**config.mk**
```make
export PLATFORM = sky130hd
export DESIGN_NAME = fatori_mon_err_collector
export DESIGN_NICKNAME = d
export VERILOG_FILES = /design/src/rtl/fatori_mon_err_collector.sv
export SDC_FILE = /design/constraint.sdc
export NUM_CORES = 1
export LEC_CHECK = 0
export BUFFER_PORTS_ARGS = -buffer_cell sky130_fd_sc_hd__buf_2
export CAP_MARGIN = 20
export CORE_MARGIN = 4
export CORE_UTILIZATION = 50
export DETAILED_ROUTE_END_ITERATION = 12
export PLACE_DENSITY = 0.74
export SETUP_SLACK_MARGIN = 0.02
export SLEW_MARGIN = 20
export SYNTH_ARGS = -nofsm -noshare
export SYNTH_HDL_FRONTEND = slang
export SYNTH_SLANG_ARGS = --single-unit
```
**constraint.sdc**
```tcl
create_clock -name clk_i -period 3.95 [get_ports clk_i]
set_input_delay 0.1975 -clock clk_i [delete_from_list [all_inputs] [get_ports clk_i]]
set_output_delay 0.1975 -clock clk_i [all_outputs]
set_load 0.03 [all_outputs]
```
**src/rtl/fatori_mon_err_collector.sv**
```systemverilog
// fatori_mon_err_collector
// Consumer end of the FATORI monitor error interface. Detects rising edges on the
// min/maj/scrub lines of K wrappers, keeps saturating per-source/per-kind counters,
// and queues timestamped events (one per cycle, fixed priority) into a small FIFO
// that drains through a valid/ready port.
// Kind encoding used throughout: 0 = scrub, 1 = min, 2 = maj.

module fatori_mon_err_collector #(
   parameter  int K          = 4,
   parameter  int CNT_W      = 16,
   parameter  int TS_W       = 16,
   parameter  int FIFO_DEPTH = 8,
   localparam int SRC_W      = (K > 1) ? $clog2(K) : 1
) (
   input  logic             clk_i,
   input  logic             rst_i,
   input  logic [K-1:0]     min_err_i,
   input  logic [K-1:0]     maj_err_i,
   input  logic [K-1:0]     scrub_i,
   input  logic             clr_i,
   output logic             evt_valid_o,
   input  logic             evt_ready_i,
   output logic [SRC_W-1:0] evt_src_o,
   output logic [1:0]       evt_kind_o,
   output logic [TS_W-1:0]  evt_ts_o,
   input  logic [SRC_W-1:0] cnt_src_i,
   input  logic [1:0]       cnt_kind_i,
   output logic [CNT_W-1:0] cnt_o,
   output logic             any_maj_o,
   output logic             coalesce_o
);

   localparam int AW = $clog2(FIFO_DEPTH);

   logic [2:0][K-1:0] lvl_s;
   logic [2:0][K-1:0] prev_r;
   logic [2:0][K-1:0] evt_s;
   logic [2:0][K-1:0] pend_r;
   logic [2:0][K-1:0] grant_s;
   logic              supp_r;

   logic [CNT_W-1:0]  cnt_r [3][K];

   logic              gnt_vld_s;
   logic [1:0]        gnt_kind_s;
   logic [SRC_W-1:0]  gnt_src_s;
   logic              push_s;
   logic              pop_s;
   logic              full_s;
   logic              empty_s;
   logic              coal_evt_s;

   logic [AW:0]       wr_ptr_r;
   logic [AW:0]       rd_ptr_r;
   logic [SRC_W-1:0]  src_mem_r  [FIFO_DEPTH];
   logic [1:0]        kind_mem_r [FIFO_DEPTH];
   logic [TS_W-1:0]   ts_mem_r   [FIFO_DEPTH];

   logic [TS_W-1:0]   ts_r;
   logic              any_maj_r;
   logic              coal_r;

   assign lvl_s = {maj_err_i, min_err_i, scrub_i};

   // Rising-edge detect; masked for one cycle after reset so held-high lines stay silent
   always_comb begin
      evt_s = lvl_s & ~prev_r & {(3*K){~supp_r}};
   end

   // Previous-sample registers and post-reset edge suppression flag
   always_ff @(posedge clk_i) begin
      if (rst_i) begin
         prev_r <= '0;
         supp_r <= 1'b1;
      end else begin
         prev_r <= lvl_s;
         supp_r <= 1'b0;
      end
   end

   // FIFO occupancy flags derived from the extended pointers
   always_comb begin
      empty_s = (wr_ptr_r == rd_ptr_r);
      full_s  = (wr_ptr_r[AW] != rd_ptr_r[AW]) && (wr_ptr_r[AW-1:0] == rd_ptr_r[AW-1:0]);
      pop_s   = !empty_s && evt_ready_i;
   end

   // Fixed-priority arbiter: maj over min over scrub, lowest source first within a kind
   always_comb begin
      gnt_vld_s  = 1'b0;
      gnt_kind_s = 2'd0;
      gnt_src_s  = '0;
      for (int k = 2; k >= 0; k--) begin
         for (int s = 0; s < K; s++) begin
            if (pend_r[k][s] && !gnt_vld_s) begin
               gnt_vld_s  = 1'b1;
               gnt_kind_s = 2'(k);
               gnt_src_s  = SRC_W'(s);
            end else begin
               gnt_vld_s  = gnt_vld_s;
            end
         end
      end
      push_s  = gnt_vld_s && !full_s;
      grant_s = '0;
      if (push_s) begin
         grant_s[gnt_kind_s][gnt_src_s] = 1'b1;
      end else begin
         grant_s = '0;
      end
      coal_evt_s = |(evt_s & pend_r & ~grant_s);
   end

   // Pending bits: the pushed winner clears, new edges set (re-arming a bit pushed this cycle)
   always_ff @(posedge clk_i) begin
      if (rst_i) begin
         pend_r <= '0;
      end else begin
         pend_r <= (pend_r & ~grant_s) | evt_s;
      end
   end

   // Saturating event counters; clear wins over a same-cycle increment
   always_ff @(posedge clk_i) begin
      for (int k = 0; k < 3; k++) begin
         for (int s = 0; s < K; s++) begin
            if (rst_i || clr_i) begin
               cnt_r[k][s] <= '0;
            end else if (evt_s[k][s] && (cnt_r[k][s] != {CNT_W{1'b1}})) begin
               cnt_r[k][s] <= cnt_r[k][s] + CNT_W'(1);
            end else begin
               cnt_r[k][s] <= cnt_r[k][s];
            end
         end
      end
   end

   // Free-running timestamp, wraps naturally
   always_ff @(posedge clk_i) begin
      if (rst_i) begin
         ts_r <= '0;
      end else begin
         ts_r <= ts_r + TS_W'(1);
      end
   end

   // FIFO pointers; reset drops every queued entry
   always_ff @(posedge clk_i) begin
      if (rst_i) begin
         wr_ptr_r <= '0;
         rd_ptr_r <= '0;
      end else begin
         wr_ptr_r <= push_s ? wr_ptr_r + (AW+1)'(1) : wr_ptr_r;
         rd_ptr_r <= pop_s  ? rd_ptr_r + (AW+1)'(1) : rd_ptr_r;
      end
   end

   // FIFO storage; contents are only observable through valid-gated head outputs
   always_ff @(posedge clk_i) begin
      if (push_s) begin
         src_mem_r[wr_ptr_r[AW-1:0]]  <= gnt_src_s;
         kind_mem_r[wr_ptr_r[AW-1:0]] <= gnt_kind_s;
         ts_mem_r[wr_ptr_r[AW-1:0]]   <= ts_r;
      end else begin
         src_mem_r[wr_ptr_r[AW-1:0]]  <= src_mem_r[wr_ptr_r[AW-1:0]];
      end
   end

   // Sticky flags: any maj event, and edges merged into already-pending events
   always_ff @(posedge clk_i) begin
      if (rst_i || clr_i) begin
         any_maj_r <= 1'b0;
         coal_r    <= 1'b0;
      end else begin
         any_maj_r <= any_maj_r | (|evt_s[2]);
         coal_r    <= coal_r | coal_evt_s;
      end
   end

   // Head outputs, forced to zero while the FIFO is empty
   always_comb begin
      evt_valid_o = !empty_s;
      if (!empty_s) begin
         evt_src_o  = src_mem_r[rd_ptr_r[AW-1:0]];
         evt_kind_o = kind_mem_r[rd_ptr_r[AW-1:0]];
         evt_ts_o   = ts_mem_r[rd_ptr_r[AW-1:0]];
      end else begin
         evt_src_o  = '0;
         evt_kind_o = 2'd0;
         evt_ts_o   = '0;
      end
   end

   // Counter read mux; kind 3 or an out-of-range source reads zero
   always_comb begin
      cnt_o = '0;
      if (int'(cnt_src_i) < K) begin
         case (cnt_kind_i)
            2'd0:    cnt_o = cnt_r[0][cnt_src_i];
            2'd1:    cnt_o = cnt_r[1][cnt_src_i];
            2'd2:    cnt_o = cnt_r[2][cnt_src_i];
            default: cnt_o = '0;
         endcase
      end else begin
         cnt_o = '0;
      end
   end

   assign any_maj_o  = any_maj_r;
   assign coalesce_o = coal_r;

endmodule

```
; ---- Word level (Yosys, flattened, before mapping)
; Memory sizes are Yosys's and may differ from the RTL's. A register that Yosys moved wholly into a read port is not among the register bits.
; Cells that the tools add are included.
[totals]
output_inout_bits = 39
wordCells = 299
regBits = 51
mem_count = 4
input_bits = 20
mem_bits_rw = 352
[mem_list]
columns = memory, words, width, rd, rd_ports_with_merged_regs, write_ports, line_no
row1 = cnt_r, 3, 64, 3, 0, 3, 42  ; logic [CNT_W-1:0] cnt_r [3][K];
row2 = ts_mem_r, 8, 16, 1, 1, 1, 57  ; logic [TS_W-1:0] ts_mem_r [FIFO_DEPTH];
row3 = kind_mem_r, 8, 2, 1, 1, 1, 56  ; logic [1:0] kind_mem_r [FIFO_DEPTH];
row4 = src_mem_r, 8, 2, 1, 1, 1, 55  ; logic [SRC_W-1:0] src_mem_r [FIFO_DEPTH];
[op_classes]
n_lt_le_gt_ge = 5
bitwise = 37
add_sub_neg = 15
n_mux = 162
n_eq_ne = 18
reduce_logical = 46
[ops]
columns = operator, count
row1 = two-way mux 16 bit, 31
row2 = "adder 16 x 1 -> 16 bit, second input constant", 13
row3 = "!= test 16 bit, second input constant", 12
row4 = binary-select mux 16 bit (select 2 bit), 3
row5 = two-way mux 1 bit, 92
row6 = AND 12 bit, 5
row7 = two-way mux 2 bit, 25
row8 = one-hot mux 16 bit (3 select lines), 1
row9 = logical AND 1 bit, 28
row10 = OR 1 bit, 27
row11 = NOT 12 bit, 2
row12 = two-way mux 3 bit, 6
row13 = logical NOT 1 bit, 13
row14 = two-way mux 12 bit, 1
row15 = OR 12 bit, 1
row16 = OR reduction 12 bit, 1
row17 = "adder 4 x 1 -> 4 bit, second input constant", 2
row18 = demux 4 bit (select 2 bit), 1
row19 = "less-than comparator 2 x 3 -> 1 bit, second input constant", 2
row20 = equality test 4 bit, 1
row21 = "greater-or-equal comparator 2 x 1 -> 1 bit, second input constant", 2
row22 = two-way mux 4 bit, 1
row23 = OR reduction 4 bit, 1
row24 = equality test 3 bit, 1
row25 = 11 further kinds, 11

; ---- Logic depth before layout (Yosys ltp)
; Gate-level depths: netlist of run 1.
[logic_depth]
word_depth = 45
ltp_mapped = 9
mapped_depth_nobuf = 7

; ---- Least setup slack after synthesis of run 1
; No wires, ideal clock.
[synth_path]
kind = reg-to-reg
start = register wr_ptr_r[0]
end = memory kind_mem_r[1][0] (enable)
period_less_slack_ns = 3.734
slack_ns = 0.216
path_stages_with_launch = 6
arrival_ns = 3.279
cell_sequence = dfxtp_1 -> clkbuf_1 -> xor2_1 -> nor4_1 -> a21o_1 -> nor4b_1
[synth_via]
elab_chain_cells = 6
[synth_lines]
columns = element, line_no
row1 = start: declaration, 53  ; logic [AW:0] wr_ptr_r;
row2 = start signal: assignment, 153  ; wr_ptr_r <= push_s ? wr_ptr_r + (AW+1)'(1) : wr_ptr_r;
row3 = equality test 3 bit, 84  ; full_s = (wr_ptr_r[AW] != rd_ptr_r[AW]) && (wr_ptr_r[AW-1:0] == rd_ptr_r[AW-1:0]);
row4 = logical AND 1 bit, 84
row5 = logical NOT 1 bit, 104  ; push_s = gnt_vld_s && !full_s;
row6 = logical AND 1 bit, 104
row7 = two-way mux 1 bit, 160  ; if (push_s) begin
row8 = two-way mux 1 bit (implied by the code), 162  ; kind_mem_r[wr_ptr_r[AW-1:0]] <= gnt_kind_s;
row9 = end: declaration, 56
; Several ways; a longest one is shown, not always the timed one.

; ---- Worst setup path after layout of run 1
[layout_path]
start = register pend_r[8] (netlist bit)
end = register coal_r (netlist: coalesce_o)
[layout_rtl]
columns = element, line_no
row1 = start: declaration, 38  ; logic [2:0][K-1:0] pend_r;
row2 = start signal: assignment, 119  ; pend_r <= (pend_r & ~grant_s) | evt_s;
row3 = two-way mux 1 bit, 95  ; if (pend_r[k][s] && !gnt_vld_s) begin
row4 = logical NOT 1 bit, 95
row5 = logical AND 1 bit, 95
row6 = two-way mux 1 bit, 95
row7 = logical NOT 1 bit, 95
row8 = logical AND 1 bit, 95
row9 = two-way mux 1 bit, 95
row10 = logical NOT 1 bit, 95
row11 = [26 not listed], --
row12 = via gnt_kind_s[1], 45  ; logic [1:0] gnt_kind_s;
row13 = [1 not listed], --
row14 = logical AND 1 bit (implied by the code), 107  ; grant_s[gnt_kind_s][gnt_src_s] = 1'b1;
row15 = two-way mux 4 bit (implied by the code), 107
row16 = demux 4 bit (select 2 bit) *, 107
row17 = two-way mux 12 bit *, 106  ; if (push_s) begin
row18 = NOT 12 bit *, 111  ; coal_evt_s = |(evt_s & pend_r & ~grant_s);
row19 = AND 12 bit *, 111
row20 = OR reduction 12 bit *, 111
row21 = OR 1 bit *, 176  ; coal_r <= coal_r | coal_evt_s;
row22 = end signal: assignment, 176
row23 = end: declaration, 61  ; logic coal_r;
; The timed path passes the listed nets; every way through them passes the cells marked *.
; A chain may end at the register's enable or synchronous reset.

==> flow_metrics.env, run 1 <==
export IMPL_status="finished clean"
export IMPL_setup_slack_ps=942
export IMPL_vias=12500
export IMPL_async_flop_share_pct=0
export IMPL_ys_types=46
export IMPL_max_slew_margin_pct=29.0
export IMPL_endpoint="coalesce_o$_SDFF_PP0_"
export IMPL_r2r_start="pend_r[8]$_SDFF_PP0_"
export IMPL_synthFlopType="edfxtp_1"
export IMPL_p_leak_nw=7.54
export IMPL_fin_nets=1640
export IMPL_worstSetupStartpointType="register"
export IMPL_fin_crit_sh_pct=76.1
export IMPL_synth_edf_count=352
export IMPL_finalWirelength_um=43700
export IMPL_numPlacedInstances=2065
export IMPL_die_area_um2=42400
export IMPL_drc=0
export IMPL_clock_path_buffers=3
export IMPL_core_um2=38700
export IMPL_critPathRequiredTime_ps=4400
export IMPL_grt_usage_pct=21.1
export IMPL_end_kind="register"
export IMPL_routabilityCongestion=0.889
export IMPL_grt_pass1_vias=12500
export IMPL_io_pins=59
export IMPL_hp_start="evt_ready_i"
export IMPL_ant_nets=0
export IMPL_ys_warn_count=0
export IMPL_crit_arrival_ps=3460
export IMPL_min_period_ps=3010
export IMPL_finish_utilization_pct=57.1
export IMPL_finalSetupTns_ps=0
export IMPL_critPathKind="reg2reg"
export IMPL_path_clk_slew_ps=60
export IMPL_vias_per_cell=5.79
export IMPL_row_count=72
export IMPL_r2r_slack_ps=940
export IMPL_syn_area_um2=19600
export IMPL_grt_overflow=0
export IMPL_htreeDepth=2
export IMPL_dpl_hpwl_um=30000
export IMPL_die_h_um=206
export IMPL_cts_buffers=44
export IMPL_cts_tree="done"
export IMPL_crit_fanout=11
export IMPL_r2r_cells=7
export IMPL_finalHoldViolations=0
export IMPL_maxSlewViolCount=0
export IMPL_syn_nets=1573
export IMPL_p_per_area_nw_per_um2=515
export IMPL_post_cts_repair_setup_buffers=0
export IMPL_io_buffers=58
export IMPL_drt_pre_antenna_iters=5
export IMPL_hp_class="in2reg"
export IMPL_antenna_found_initial=0
export IMPL_cts_sinks=406
export IMPL_fin_area_um2=22100
export IMPL_cts_resized=0
export IMPL_die_w_um=206
export IMPL_finalClockSkew_ps=25.1
export IMPL_grt_pass1_wl_um=70100
export IMPL_initial_utilization_pct=50.6
export IMPL_synthesis_instances=1538
export IMPL_insertion_delay_ps=580
export IMPL_peakVddDrop_v=0.000333
export IMPL_post_place_ws_ps=997
export IMPL_fin_cells=2158
export IMPL_synth_seq_area_share_pct=59.4
export IMPL_drtIter0Drc=1130
export IMPL_antenna_cells=0
export IMPL_crit_path_start="pend_r[8]$_SDFF_PP0_"
export IMPL_place_area_um2=20500
export IMPL_most_common_layout_cells="352 x edfxtp_1, 290 x nor2_1, 114 x xor2_1, 98 x nand2_1, 88 x mux4_2"
export IMPL_mostFrequentLayoutCell="edfxtp_1"
export IMPL_drive_above_1_share_pct=16.0
export IMPL_setup_viol=0
export IMPL_avgSynthCellArea_um2=12.7
export IMPL_grt_start_max_net_pins=51
export IMPL_r2r_end="coalesce_o$_SDFF_PP0_"
export IMPL_wire_per_inst_um=20.3
export IMPL_synth_seq_cells=406
export IMPL_maxCapViolations=0
export IMPL_cts_root_buf="clkbuf_16"
export IMPL_area_delta_synth_final_pct=12.8
export IMPL_fmax_mhz=332
export IMPL_worst_pin_slew_ps=1070
export IMPL_rsz0062_at_grt="no"
stage by stage:
step	total power, W	hold slack (ps)
floorplan	0.00661	225
global placement	0.00716	426
detailed placement	0.00721	429
CTS	0.0115	46.7
global route	0.0118	86.7
finish	0.0114	85.8
critical path, stage by stage, from the launching register on:
cell      delay, ps
dfxtp_1         340
or4_4           610
nor2_1          460
nand2b_1        230
o21ai_0         320
o22ai_1         140
or4_1           490
o31a_1          300
flip-flops by register name, summed over array words and instances, names as in the netlist, named ones only:
name	count
prev_r	12
src_mem_r	16
pend_r	12
wr_ptr_r	4
any_maj_o	1
ts_mem_r	128
supp_r	1
kind_mem_r	16
coalesce_o	1
ts_r	16
cnt_r	192
rd_ptr_r	4
kinds of logic after synthesis:
kind of cell | Yosys count | share of synthesized area [%]
fa+ha+maj | 15 | 0.957
buf+inv | 102 | 1.95
simple gates | 621 | 14.6
mux | 125 | 12.0
xor+xnor | 183 | 8.18
compound gates | 86 | 2.86
flops | 406 | 59.4
synthesized netlist by cell type, types with 13 or more instances:
library cell | instances | area, um^2
a21oi_1 | 23 | 115
and3_1 | 36 | 225
clkbuf_1 | 55 | 206
dfxtp_1 | 54 | 1080
edfxtp_1 | 352 | 10600
ha_1 | 15 | 188
inv_1 | 36 | 135
mux2i_1 | 37 | 370
mux4_2 | 88 | 1980
nand2_1 | 98 | 368
nand3_1 | 71 | 355
nand4_1 | 40 | 250
nor2_1 | 291 | 1090
nor2b_1 | 19 | 119
o21ai_0 | 21 | 105
o22ai_1 | 18 | 113
or2_2 | 13 | 81.3
xnor2_1 | 69 | 604
xor2_1 | 114 | 998
report_power, final:
group          total, W  switching, W  internal (W)  leakage [nW]
Combinational   0.00177       0.00105      0.000718          2.68
Sequential      0.00534      0.000318       0.00503          4.12
Clock           0.00426       0.00169       0.00257         0.731
cell type report:
class                           count  area [um^2]
Tap cell                          518          648
Clock buffer                       55         1170
Sequential cell                   406        11700
Inverter                           36          135
Multi-Input combinational cell   1030         7620
Clock inverter                     26          335
Fill cell                        3114        16600
Timing Repair Buffer               87          551
layer usage:
metal  up-vias  wire length, um  share of wire [%]  GRT usage [%]
li1       5782                -                  -              -
met3        92             2800                6.4           3.69
met4         0             1270                2.9           7.32
met5         -                0                  0              0
met2       436            21500                 49           34.8
met1      6176            18200                 42           28.5
what timing repair did:
item	CTS	global route
endpoints found under the setup margin	0	0
endpoints found under the hold margin	15	0
hold buffers	12	0
how the worst min path moves through the flow:
| stage | to | slack, ps | cells after the start |
|---|---|---|---|
| detailed placement | prev_r[2]$_SDFF_PP0_ | 430 | 2 |
| global route | rd_ptr_r[2]$_SDFFE_PP0P_ | 90 | 4 |
| finish | register | 90 | 4 |
| global placement | prev_r[2]$_SDFF_PP0_ | 430 | 2 |
| CTS | register | 50 | 4 |
| floorplan | supp_r$_DFF_P_ | 230 | 0 |
No activity file was read; power rests on OpenSTA's default activity.
==> inputs of run 2 (changes only) <==
Clock period 3.95 ns to 2.7 ns, I/O delays scaled along.
==> run 2 against run 1 <==
Total power rose by 46%. Sequential share of layout area fell by 0.67 points. Combinational power rose by 62%. Wire length rose by 0.87%. Fmax rose by 13%. First-iteration DRC count rose by 2.2%. Non-clock buffer count rose by 34. Critical endpoint unchanged.
==> flow_metrics.env, run 2 (synthesized netlist as in run 1, its figures left out) <==
export IMPL_setup_viol=0
export IMPL_worstSetupStartpointType="register"
export IMPL_ant_nets=0
export IMPL_fillCellCount=3110
export IMPL_io_buffers=58
export IMPL_finalWirelength_um=44100
export IMPL_finalHoldViolations=0
export IMPL_crit_path_frequent_cell="or4_4"
export IMPL_routabilityCongestion=0.853
export IMPL_insertion_delay_ps=580
export IMPL_p_leak_nw=7.70
export IMPL_cts_root_buf="clkbuf_16"
export IMPL_critPathKind="reg2reg"
export IMPL_area_delta_synth_final_pct=14.3
export IMPL_grt_usage_pct=20.6
export IMPL_critPathRequiredTime_ps=3150
export IMPL_htreeDepth=2
export IMPL_min_period_ps=2670
export IMPL_wire_per_inst_um=20.1
export IMPL_finish_utilization_pct=57.8
export IMPL_path_cells="or4_4 > or4_4 > o211a_4 > o31ai_4 > o22ai_1 > or4_1 > o31a_1"
export IMPL_io_pins=59
export IMPL_path_buf_inv=0
export IMPL_antenna_cells=0
export IMPL_r2r_end="coalesce_o$_SDFF_PP0_"
export IMPL_regArea_um2=11700
export IMPL_r2r_start="pend_r[8]$_SDFF_PP0_"
export IMPL_multiInputGateArea_um2=7650
export IMPL_status="finished clean"
export IMPL_drive_above_1_share_pct=17.9
export IMPL_most_common_layout_cells="352 x edfxtp_1, 290 x nor2_1, 114 x xor2_1, 98 x nand2_1, 88 x mux4_2"
export IMPL_cts_tree="done"
export IMPL_largest_reg_flops=192
export IMPL_max_slew_margin_pct=52.6
export IMPL_die_area_um2=42400
export IMPL_total_power_w=0.0166
export IMPL_cts_buffers=44
export IMPL_vias_per_cell=5.72
export IMPL_crit_path_start="pend_r[8]$_SDFF_PP0_"
export IMPL_peakVddDrop_v=0.000429
export IMPL_die_h_um=206
export IMPL_fmax_mhz=375
export IMPL_core_um2=38700
export IMPL_row_count=72
export IMPL_crit_arrival_ps=3120
export IMPL_p_per_area_nw_per_um2=741
export IMPL_maxSlewViolCount=0
export IMPL_fin_nets=1674
export IMPL_crit_fanout=3
export IMPL_grt_pass1_wl_um=68500
export IMPL_r2r_cells=7
export IMPL_antenna_found_initial=0
export IMPL_end_kind="register"
export IMPL_maxCapViolations=0
export IMPL_place_area_um2=20700
export IMPL_drtIter0Drc=1155
export IMPL_top_register="cnt_r"
export IMPL_drt_pre_antenna_iters=6
export IMPL_endpoint="coalesce_o$_SDFF_PP0_"
export IMPL_clock_path_buffers=3
export IMPL_initial_utilization_pct=50.6
export IMPL_fin_area_um2=22400
export IMPL_cp_num_cells=7
export IMPL_r2r_slack_ps=30
export IMPL_dpl_hpwl_um=29500
export IMPL_critPathMaxStageDelay_ps=530
export IMPL_finalClockSkew_ps=29.8
export IMPL_path_clk_slew_ps=60
export IMPL_grt_pass1_vias=12300
export IMPL_vias=12500
export IMPL_slowest_stage="or4_4"
export IMPL_mostFrequentLayoutCell="edfxtp_1"
export IMPL_critPathTopFamily="simple AND/OR/NAND/NOR gates"
export IMPL_worst_pin_slew_ps=704
export IMPL_fin_crit_sh_pct=98.8
export IMPL_hp_class="in2reg"
export IMPL_cts_sinks=406
export IMPL_die_w_um=206
export IMPL_grt_start_max_net_pins=51
export IMPL_drc=0
export IMPL_rsz0062_at_grt="yes"
export IMPL_grt_overflow=0
run 2: area by class of cell:
class,count,area share [%]
timing repair buffer,121,3.82
sequential,406,52.0
multi-input combinational,1030,34.2
clock inverter,28,1.29
tap,518,2.89
inverter,36,0.603
clock buffer,53,5.20
run 2: metrics by stage:
| step | setup slack (ps) | std cells | hold slack (ps) | TNS (ps) |
|---|---|---|---|---|
| 2_1_floorplan | -617 | 1538 | 163 | -44500 |
| 3_3_place_gp | 25.2 | 2093 | 368 | 0 |
| 3_5_place_dp | 12.1 | 2093 | 368 | 0 |
| 4_1_cts | 26.4 | 2190 | 54.5 | 0 |
| 5_1_grt | -33.3 | 2192 | 90.1 | -33.3 |
| 6_report | 32.7 | 2192 | 80.2 | 0 |
run 2: what timing repair did:
item / 4_1_cts / 5_1_grt
hold endpoints to repair: 25 / 0
pin swaps: 2 / 1
endpoints found under the setup margin: 1 / 21
gates resized for setup: 0 / 7
buffers inserted: 3 / 1
gates cloned: 0 / 1
hold buffers: 13 / 0
run 2: where the power goes:
group / internal (W) / switching, W
Combinational: 0.00116 / 0.00169
Clock: 0.00350 / 0.00252
Sequential: 0.00735 / 0.000370
Total: 0.0120 / 0.00458
run 2: worst min path at each step:
stage                             from                     to  slack, ps  cells after the start
after floorplan                  rst_i         supp_r$_DFF_P_        160                      0
after global placement    maj_err_i[0]   prev_r[8]$_SDFF_PP0_        370                      2
after detailed placement  maj_err_i[1]   prev_r[9]$_SDFF_PP0_        370                      2
after CTS                        clr_i  coalesce_o$_SDFF_PP0_         50                      4
after global routing             rst_i         supp_r$_DFF_P_         90                      2
final                            rst_i         supp_r$_DFF_P_         80                      2
run 2: layer usage:
layer | wire length [um] | global-route usage (%) | vias up
li1 | - | - | 5860
met1 | 18000 | 28.1 | 6122
met2 | 21400 | 33.9 | 477
met3 | 3560 | 4.41 | 78
met4 | 1130 | 5.87 | 0
met5 | 0 | 0 | -
run 2: worst reg2reg max path, stage by stage (launching register included):
cell	delay (ps)
dfxtp_1	310
or4_4	530
or4_4	440
o211a_4	260
o31ai_4	180
o22ai_1	110
or4_1	410
o31a_1	310
==> inputs of run 3 (changes only) <==
Settings changed: PLACE_DENSITY 0.74 to 0.71.
Clock period 2.7 ns to 2.5 ns, I/O delays scaled along.
==> run 3 against run 2 <==
The flow now finishes with violations (negative setup slack). Highest routed layer unchanged. Total power is 6.1% higher. Utilization is 0.55 points higher. Critical endpoint unchanged. Sequential share of layout area shrank 0.50 points.
==> flow_metrics.env, run 3 (synthesized netlist as in run 1, its figures left out) <==
export IMPL_r2r_cells=8
export IMPL_path_clk_slew_ps=60
export IMPL_finalClockSkew_ps=9.36
export IMPL_hp_class="in2reg"
export IMPL_io_buffers=58
export IMPL_die_area_um2=42400
export IMPL_cts_sinks=406
export IMPL_finalHoldViolations=0
export IMPL_vias_per_cell=5.65
export IMPL_setup_slack_ps=-106
export IMPL_crit_path_frequent_cell="or4_4"
export IMPL_worst_pin_slew_ps=736
export IMPL_finalWirelength_um=43700
export IMPL_post_cts_repair_setup_buffers=0
export IMPL_grt_usage_pct=21.0
export IMPL_finish_utilization_pct=58.4
export IMPL_post_place_ws_ps=-171
export IMPL_hold_end="coalesce_o$_SDFF_PP0_"
export IMPL_min_period_ps=2610
export IMPL_hp_start="clr_i"
export IMPL_slowest_stage="or4_4"
export IMPL_grt_start_max_net_pins=51
export IMPL_fin_crit_sh_pct=104
export IMPL_htreeDepth=2
export IMPL_status="finished with violations"
export IMPL_path_buf_inv=1
export IMPL_r2r_start="pend_r[8]$_SDFF_PP0_"
export IMPL_peakVddDrop_v=0.000558
export IMPL_ant_nets=0
export IMPL_dpl_hpwl_um=30300
export IMPL_initial_utilization_pct=50.6
export IMPL_die_w_um=206
export IMPL_crit_arrival_ps=3060
export IMPL_mostFrequentLayoutCell="edfxtp_1"
export IMPL_drc=0
export IMPL_clock_path_buffers=3
export IMPL_critPathMaxStageDelay_ps=540
export IMPL_p_leak_nw=7.83
export IMPL_vias=12600
export IMPL_critPathRequiredTime_ps=2950
export IMPL_critPathTopFamily="simple AND/OR/NAND/NOR gates"
export IMPL_end_kind="register"
export IMPL_p_per_area_nw_per_um2=779
export IMPL_core_um2=38700
export IMPL_worstSetupStartpointType="register"
export IMPL_setup_viol=1
export IMPL_max_slew_margin_pct=50.6
export IMPL_critPathKind="reg2reg"
export IMPL_violations="negative setup slack"
export IMPL_fin_cells=2223
export IMPL_grt_pass1_vias=12500
export IMPL_area_delta_synth_final_pct=15.3
export IMPL_hold_depth=4
export IMPL_rsz0062_at_grt="yes"
export IMPL_antenna_found_initial=0
export IMPL_fmax_mhz=384
export IMPL_die_h_um=206
export IMPL_cts_root_buf="clkbuf_16"
export IMPL_cts_tree="done"
export IMPL_r2r_slack_ps=-110
export IMPL_maxCapViolations=0
export IMPL_antenna_cells=0
export IMPL_top_register="cnt_r"
export IMPL_total_power_w=0.0176
export IMPL_most_common_layout_cells="352 x edfxtp_1, 290 x nor2_1, 114 x xor2_1, 96 x nand2_1, 88 x mux4_2"
export IMPL_largest_reg_flops=192
export IMPL_drt_pre_antenna_iters=5
export IMPL_drtIter0Drc=916
export IMPL_row_count=72
export IMPL_grt_pass1_wl_um=69300
export IMPL_routabilityCongestion=0.850
export IMPL_cts_buffers=44
export IMPL_path_cells="or4_4 > or4_4 > o211a_4 > buf_4 > or3_4 > nand4_1 > o211ai_1 > o31a_1"
export IMPL_fillCellCount=3164
export IMPL_crit_fanout=3
export IMPL_io_pins=59
export IMPL_numPlacedInstances=2128
export IMPL_fin_nets=1705
export IMPL_maxSlewViolCount=0
export IMPL_insertion_delay_ps=560
export IMPL_drive_above_1_share_pct=19.3
export IMPL_r2r_end="coalesce_o$_SDFF_PP0_"
export IMPL_grt_overflow=0
export IMPL_finalSetupTns_ps=-106
export IMPL_wire_per_inst_um=19.6
==> run 3: worst max-delay path by stage <==
stage | start | cells after the start | endpoint | slack [ps]
2_1_floorplan | wr_ptr_r[0]$_SDFFE_PP0P_ | 5 | kind_mem_r[1][0]$_DFFE_PP_ | -330
3_3_place_gp | pend_r[8]$_SDFF_PP0_ | 7 | coalesce_o$_SDFF_PP0_ | -190
3_5_place_dp | pend_r[8]$_SDFF_PP0_ | 7 | coalesce_o$_SDFF_PP0_ | -170
4_1_cts | pend_r[8]$_SDFF_PP0_ | 7 | coalesce_o$_SDFF_PP0_ | -150
5_1_grt | pend_r[8]$_SDFF_PP0_ | 7 | coalesce_o$_SDFF_PP0_ | -180
6_report | pend_r[8]$_SDFF_PP0_ | 8 | coalesce_o$_SDFF_PP0_ | -110
==> run 3: tightest hold or removal path, delay by kind of cell <==
family / cells / cell delay (ps)
and+or+nand+nor: 1 / 40
buffers and inverters: 2 / 300
AOI/OAI and AO/OA: 1 / 130
==> run 3: metal layers <==
| layer | global-route usage [%] | up-vias | part of all wire (%) |
|---|---|---|---|
| met4 | 6.06 | 0 | 2.0 |
| met1 | 27.3 | 6239 | 41 |
| li1 | - | 5926 | - |
| met3 | 3.80 | 61 | 5.9 |
| met5 | 0 | - | 0 |
| met2 | 36.2 | 334 | 51 |
==> run 3: power breakdown <==
part / switching, W / leakage [nW] / internal, W
Combinational: 0.00188 / 3.04 / 0.00132
Clock: 0.00261 / 0.662 / 0.00352
Sequential: 0.000337 / 4.12 / 0.00794
Total: 0.00482 / 7.83 / 0.0128
==> run 3: timing repair <==
| item | 4_1_cts | 5_1_grt |
|---|---|---|
| gates resized for setup | 3 | 10 |
| endpoints found under the setup margin | 2 | 32 |
| gates cloned | 1 | 0 |
| pin swaps | 2 | 5 |
| endpoints found under the hold margin | 21 | 0 |
| hold buffers | 13 | 0 |
==> run 3: layout make-up <==
cell class | count | area [um^2] | area share (%)
clock buffers | 56 | 1170 | 5.16
repair buffers | 152 | 1120 | 4.97
clock inverters | 25 | 185 | 0.819
flip-flops and latches | 406 | 11700 | 51.5
well taps | 518 | 648 | 2.87
multi-input cells | 1030 | 7700 | 34.1
inverters | 36 | 135 | 0.598
==> run 3: stage by stage <==
stage          hold WS, ps  area, um^2
2_1_floorplan          153       19600
3_3_place_gp           354       21100
3_5_place_dp           355       21100
4_1_cts               62.2       22600
5_1_grt                106       22600
6_report              84.9       22600
